## src/rtl/vec_lane_collector.sv

```systemverilog
// Issue and result-collection front end for the 4-lane vector ALU array.
// Optional watchdog on result collection: define VEC_COLLECT_TIMEOUT_EN.
module vec_lane_collector #(
  parameter logic [9:0]  VLEN           = 10'd128,
  parameter logic [15:0] TIMEOUT_CYCLES = 16'd1024
) (
  input  logic        clk,
  input  logic        reset,
  input  logic        start,
  input  logic [1:0]  nb_lanes,
  output logic        busy,
  output logic        run0,
  output logic        run1,
  output logic        run2,
  output logic        run3,
  input  logic [63:0] vd0,
  input  logic [63:0] vd1,
  input  logic [63:0] vd2,
  input  logic [63:0] vd3,
  input  logic [9:0]  regi0,
  input  logic [9:0]  regi1,
  input  logic [9:0]  regi2,
  input  logic [9:0]  regi3,
  input  logic        done0,
  input  logic        done1,
  input  logic        done2,
  input  logic        done3,
  output logic        wr_en,
  output logic [9:0]  wr_index,
  output logic [63:0] wr_data,
  input  logic        wr_ready,
  output logic        op_done,
  output logic        err
);

  typedef enum logic [1:0] {IDLE, LAUNCH, COLLECT, FINISH} state_t;

  state_t      state;
  logic [3:0]  expected, captured, written, hold_valid, run_q;
  logic [63:0] hold_data [4];
  logic [9:0]  hold_idx  [4];
  logic [1:0]  rr_ptr, wr_lane;

  logic [63:0] vd   [4];
  logic [9:0]  regi [4];
  logic [3:0]  done;

  logic        handshake, grant_found;
  logic [3:0]  hs_mask, avail, launch_mask;
  logic [1:0]  scan_base, grant_lane, lane;

`ifdef VEC_COLLECT_TIMEOUT_EN
  logic [15:0] tmo_cnt;
  logic        capture_any;
  assign capture_any = |(done & expected & ~captured);
`endif

  assign vd[0] = vd0;  assign vd[1] = vd1;  assign vd[2] = vd2;  assign vd[3] = vd3;
  assign regi[0] = regi0;  assign regi[1] = regi1;
  assign regi[2] = regi2;  assign regi[3] = regi3;
  assign done = {done3, done2, done1, done0};
  assign {run3, run2, run1, run0} = run_q;

  assign handshake = wr_en & wr_ready;
  assign hs_mask   = handshake ? (4'b0001 << wr_lane) : '0;
  assign avail     = hold_valid & ~hs_mask;
  // After a handshake the scan already starts past the lane just written.
  assign scan_base = handshake ? (wr_lane + 2'd1) : rr_ptr;

  always_comb begin
    grant_found = 1'b0;
    grant_lane  = scan_base;
    lane        = scan_base;
    for (int unsigned k = 0; k < 4; k++) begin
      lane = scan_base + 2'(k);
      if (!grant_found && avail[lane]) begin
        grant_found = 1'b1;
        grant_lane  = lane;
      end
    end
  end

  always_comb begin
    case (nb_lanes)
      2'd0:    launch_mask = 4'b0001;
      2'd1:    launch_mask = 4'b0011;
      2'd2:    launch_mask = 4'b0111;
      default: launch_mask = 4'b1111;
    endcase
  end

  always_ff @(posedge clk) begin
    if (reset) begin
      state      <= IDLE;
      expected   <= '0;
      captured   <= '0;
      written    <= '0;
      hold_valid <= '0;
      run_q      <= '0;
      rr_ptr     <= '0;
      wr_lane    <= '0;
      wr_en      <= 1'b0;
      wr_index   <= '0;
      wr_data    <= '0;
      op_done    <= 1'b0;
      err        <= 1'b0;
      busy       <= 1'b0;
`ifdef VEC_COLLECT_TIMEOUT_EN
      tmo_cnt    <= '0;
`endif
    end else begin
      run_q   <= '0;
      op_done <= 1'b0;
      case (state)
        IDLE: begin
          if (start) begin
            expected   <= launch_mask;
            captured   <= '0;
            written    <= '0;
            hold_valid <= '0;
            err        <= 1'b0;
            run_q      <= launch_mask;
            busy       <= 1'b1;
            state      <= LAUNCH;
          end
        end
        LAUNCH: begin
          if (|done) err <= 1'b1;
`ifdef VEC_COLLECT_TIMEOUT_EN
          tmo_cnt <= '0;
`endif
          state <= COLLECT;
        end
        COLLECT: begin
          if (handshake) begin
            hold_valid[wr_lane] <= 1'b0;
            written[wr_lane]    <= 1'b1;
            rr_ptr              <= wr_lane + 2'd1;
          end
          for (int unsigned i = 0; i < 4; i++) begin
            if (done[i]) begin
              if (expected[i] && !captured[i]) begin
                hold_data[i]  <= vd[i];
                hold_idx[i]   <= regi[i];
                hold_valid[i] <= 1'b1;
                captured[i]   <= 1'b1;
                if ((regi[i] >= 10'd32) || (regi[i] >= VLEN)) err <= 1'b1;
              end else begin
                err <= 1'b1;
              end
            end
          end
          if (!wr_en || handshake) begin
            wr_en <= grant_found;
            if (grant_found) begin
              wr_index <= hold_idx[grant_lane];
              wr_data  <= hold_data[grant_lane];
              wr_lane  <= grant_lane;
            end
          end
`ifdef VEC_COLLECT_TIMEOUT_EN
          if (capture_any) begin
            tmo_cnt <= '0;
          end else if (tmo_cnt == TIMEOUT_CYCLES) begin
            err      <= 1'b1;
            expected <= captured;
          end else if (captured != expected) begin
            tmo_cnt <= tmo_cnt + 16'd1;
          end
`endif
          // Completion looks ahead through this edge's handshake so op_done
          // lands in the cycle right after the last write.
          if ((written | hs_mask) == expected) begin
            state   <= FINISH;
            op_done <= 1'b1;
            busy    <= 1'b0;
          end
        end
        FINISH: begin
          if (|done) err <= 1'b1;
          state <= IDLE;
        end
        default: state <= IDLE;
      endcase
    end
  end

endmodule

```

## config.mk

```make
export PLATFORM = sky130hd
export DESIGN_NAME = vec_lane_collector
export DESIGN_NICKNAME = d
export VERILOG_FILES = /design/src/rtl/vec_lane_collector.sv
export SDC_FILE = /design/constraint.sdc
export NUM_CORES = 1
export LEC_CHECK = 0
export BUFFER_PORTS_ARGS = -buffer_cell sky130_fd_sc_hd__buf_2
export CAP_MARGIN = 15
export CELL_PAD_IN_SITES_DETAIL_PLACEMENT = 1
export CELL_PAD_IN_SITES_GLOBAL_PLACEMENT = 1
export CORE_ASPECT_RATIO = 0.7
export CORE_MARGIN = 4
export CORE_UTILIZATION = 43
export DETAILED_ROUTE_END_ITERATION = 7
export PLACE_DENSITY = 0.81
export SYNTH_ARGS = -nofsm -noshare
export SYNTH_HDL_FRONTEND = slang
export SYNTH_SLANG_ARGS = --single-unit
```

## constraint.sdc

```tcl
create_clock -name clk -period 9.2 [get_ports clk]
set_input_delay 0 -clock clk [delete_from_list [all_inputs] [get_ports clk]]
set_output_delay 0 -clock clk [all_outputs]
set_load 0.05 [all_outputs]
```

==> results.cfg <==
[synth]
synth_cells = 912
yosysMostFrequentCell = edfxtp_1
yosys_warnings = 0
synth.area.top_cells = edfxtp_1 60%, dfxtp_1 14%, mux2i_1 10%, o221ai_1 4.3%, nand2_1 2.3%
synth-seq-cells = 400
synth_fp_nets = 1227
ys_seq_area_frac = 0.745
synth_area_mm2 = 0.0147
yosysTopAreaCell = edfxtp_1
synthFlopType = edfxtp_1
synth_commonest_cells = 296 x edfxtp_1, 148 x mux2i_1, 104 x dfxtp_1
avgSynthCellArea_um2 = 16.1
synth_edf_count = 296
async_flop_share = 0
yosysTopAreaCellShare = 0.604
synth_cell_type_count = 55

[worst_setup_path]
r2r_slack_ns = 5.02
crit_arrival_ns = 4.52
start_kind = register
cp_slowest_cell = buf_4
slowest_delay_ns = 0.73
worstSetupEndpointType = register
r2r-end = wr_data[22]$_SDFFE_PP0P_
path_max_fanout = 44
cpMostUsedCell = buf_4
path_cells = and3_1 -> nand2b_1 -> a32oi_2 -> nand3_4 -> buf_4 -> buf_4 -> mux2i_1 -> o221ai_1
cp.required_ns = 9.54
r2r_start = wr_en$_SDFFE_PP0P_
crit_type = register to register
reg2reg_depth = 8

[final_layout]
syn_to_final_growth_pct = 44.9
drive_gt1_frac = 0.282
num-fill-cells = 3198
utilization = 0.634
final_cells = 2083
fin_nets = 1928

[timing]
final_max_slew_viol_count = 0
hold_viol = 0
fin_worst_skew_ns = 0.0213
whs_ns = 0.177
rsz0062_at_grt = no
worstMarginPinSlew_ns = 1.16
layout_min_cycle_time_ns = 4.18
finalSetupViolCount = 0
clock.fmax_mhz = 239
post-route-period-util = 0.455
finalSetupTns_ns = 0
slew_headroom = 0.226

[global_route]
grt_max_degree = 74
antenna_found_initial = 6
grt_first_pass_wirelength_mm = 85.4
grt_pass1_vias = 13289
gr-usage-all-layers = 0.306
gr-total-overflow = 0

[clock_tree]
cts_buffers = 39
root_buffer = clkbuf_16
postCtsResizedCells = 0
clock-sinks = 400
clk_latency_ns = 0.54
cts_htree_levels = 2
path_clk_slew_ns = 0.07
post_cts.repair.setup_buffers = 0
cts_buffer_depth = 3
cts.hold.buffers_added = 307
tritoncts = built

[routing]
ant_nets = 0
drt_iter0_drc = 1022
firstDrtPassIters = 7
num_vias = 11733
drc = 0
wl_mm = 58.4
vias_per_cell = 5.63
wl_per_cell_um = 28.0

[die]
start_util = 0.438
chipWidth_um = 229
core_region_area_mm2 = 0.0336
die_h_um = 163
io_pins = 388
fp.dieArea_mm2 = 0.0373
rows = 56

[power]
power.share.combinational = 0.107
power_density_mw_per_mm2 = 186
p_switching_uw = 967
power.share.clock = 0.392
ir_drop_mv = 0.164
internal-power_uw = 3000
switching_share = 0.244
leakagePower_uw = 0.00793
pwr-share-seq = 0.501

[run_status]
outcome = complete, no violations

[placed_design]
place_inst = 1700
dp_hpwl_mm = 30.1
gp_congestion = 0.854
port_buffers = 387

[hold_path]
hold_depth = 2
hp-class = input port to register
holdPathEnd = hold_data[0][44]$_DFFE_PP_
min-delay-start = vd0[44]

[flow_run]
maxCapViolations = 0
==> metrics by stage <==
step | setup WS [ns] | instance area [µm²] | total power, µW
3_3_place_gp | 5.42 | 17100 | 2300
6_report | 5.02 | 21300 | 3970
2_1_floorplan | 2.55 | 14700 | 2180
3_5_place_dp | 5.24 | 17100 | 2310
4_1_cts | 5.22 | 21300 | 3920
5_1_grt | 4.88 | 21300 | 4100
==> critical path: cells and delay by family, from the launching register on <==
kind                   cells  cell delay [ns]
buffers and inverters      2             1.40
AND/OR/NAND/NOR            3             1.04
flip-flops                 1             0.70
AO/OA/AOI/OAI              2             0.39
multiplexers               1             0.37
==> layout by cell type, fill, tap and decap left out, types with 6 or more instances in the layout <==
| cell type | instances |
|---|---|
| a31oi_1 | 9 |
| inv_1 | 12 |
| nor2_1 | 27 |
| clkinv_1 | 6 |
| ha_1 | 9 |
| a21oi_1 | 13 |
| o21ai_0 | 7 |
| edfxtp_1 | 296 |
| clkbuf_1 | 17 |
| dlygate4sd3_1 | 307 |
| clkbuf_16 | 41 |
| buf_4 | 12 |
| dfxtp_1 | 104 |
| nand2_1 | 89 |
| buf_2 | 387 |
| o221ai_1 | 73 |
| mux2i_1 | 148 |
==> flip-flops by register name, summed over array words and instances (netlist names), 2 cells and up <==
register,flops
run_q,4
hold_valid,4
state,2
wr_index,10
captured,4
rr_ptr,2
hold_data,256
hold_idx,40
expected,4
wr_data,64
written,4
wr_lane,2
==> worst max path at each step <==
stage | endpoint | from | cells past startpoint
finish | wr_data[22]$_SDFFE_PP0P_ | wr_en$_SDFFE_PP0P_ | 8
global route | wr_data[22]$_SDFFE_PP0P_ | wr_en$_SDFFE_PP0P_ | 8
CTS | wr_data[30]$_SDFFE_PP0P_ | wr_lane[0]$_SDFFE_PP0P_ | 10
detailed placement | wr_data[18]$_SDFFE_PP0P_ | wr_lane[0]$_SDFFE_PP0P_ | 10
global placement | wr_data[23]$_SDFFE_PP0P_ | wr_lane[0]$_SDFFE_PP0P_ | 10
floorplan | hold_data[1][0]$_DFFE_PP_ | state[0]$_SDFFE_PP0P_ | 5
==> power by group through the flow <==
stage          clock, µW  combinational, µW  sequential [µW]
3_5_place_dp           0                284             2030
5_1_grt             1660                448             1990
6_report            1560                424             1990
3_3_place_gp           0                274             2020
2_1_floorplan          0                127             2050
4_1_cts             1540                394             1990
==> kinds of logic after synthesis <==
logic type,synth area share
adder cells (fa/ha/maj),0.00765
AND/OR/NAND/NOR,0.0471
XOR/XNOR,0.00238
flip-flops,0.745
buffers and inverters,0.0218
multiplexers,0.101
AO/OA/AOI/OAI,0.0742
==> layer usage <==
layer	GRT usage	share of wire
met3	0.0678	0.076
met5	0	0.00022
met4	0.130	0.042
met2	0.534	0.51
met1	0.370	0.38
==> area by class of cell <==
type,instances,area (µm²),share of cell area
inverter,12,45.0,0.00211
clock buffer,60,1120,0.0524
multi-input combinational,454,3470,0.163
timing repair buffer,706,5100,0.239
antenna,5,12.5,0.000587
tap,435,544,0.0255
sequential,400,11000,0.515
clock inverter,11,57.6,0.00270
(Power assumes the default switching activity.)
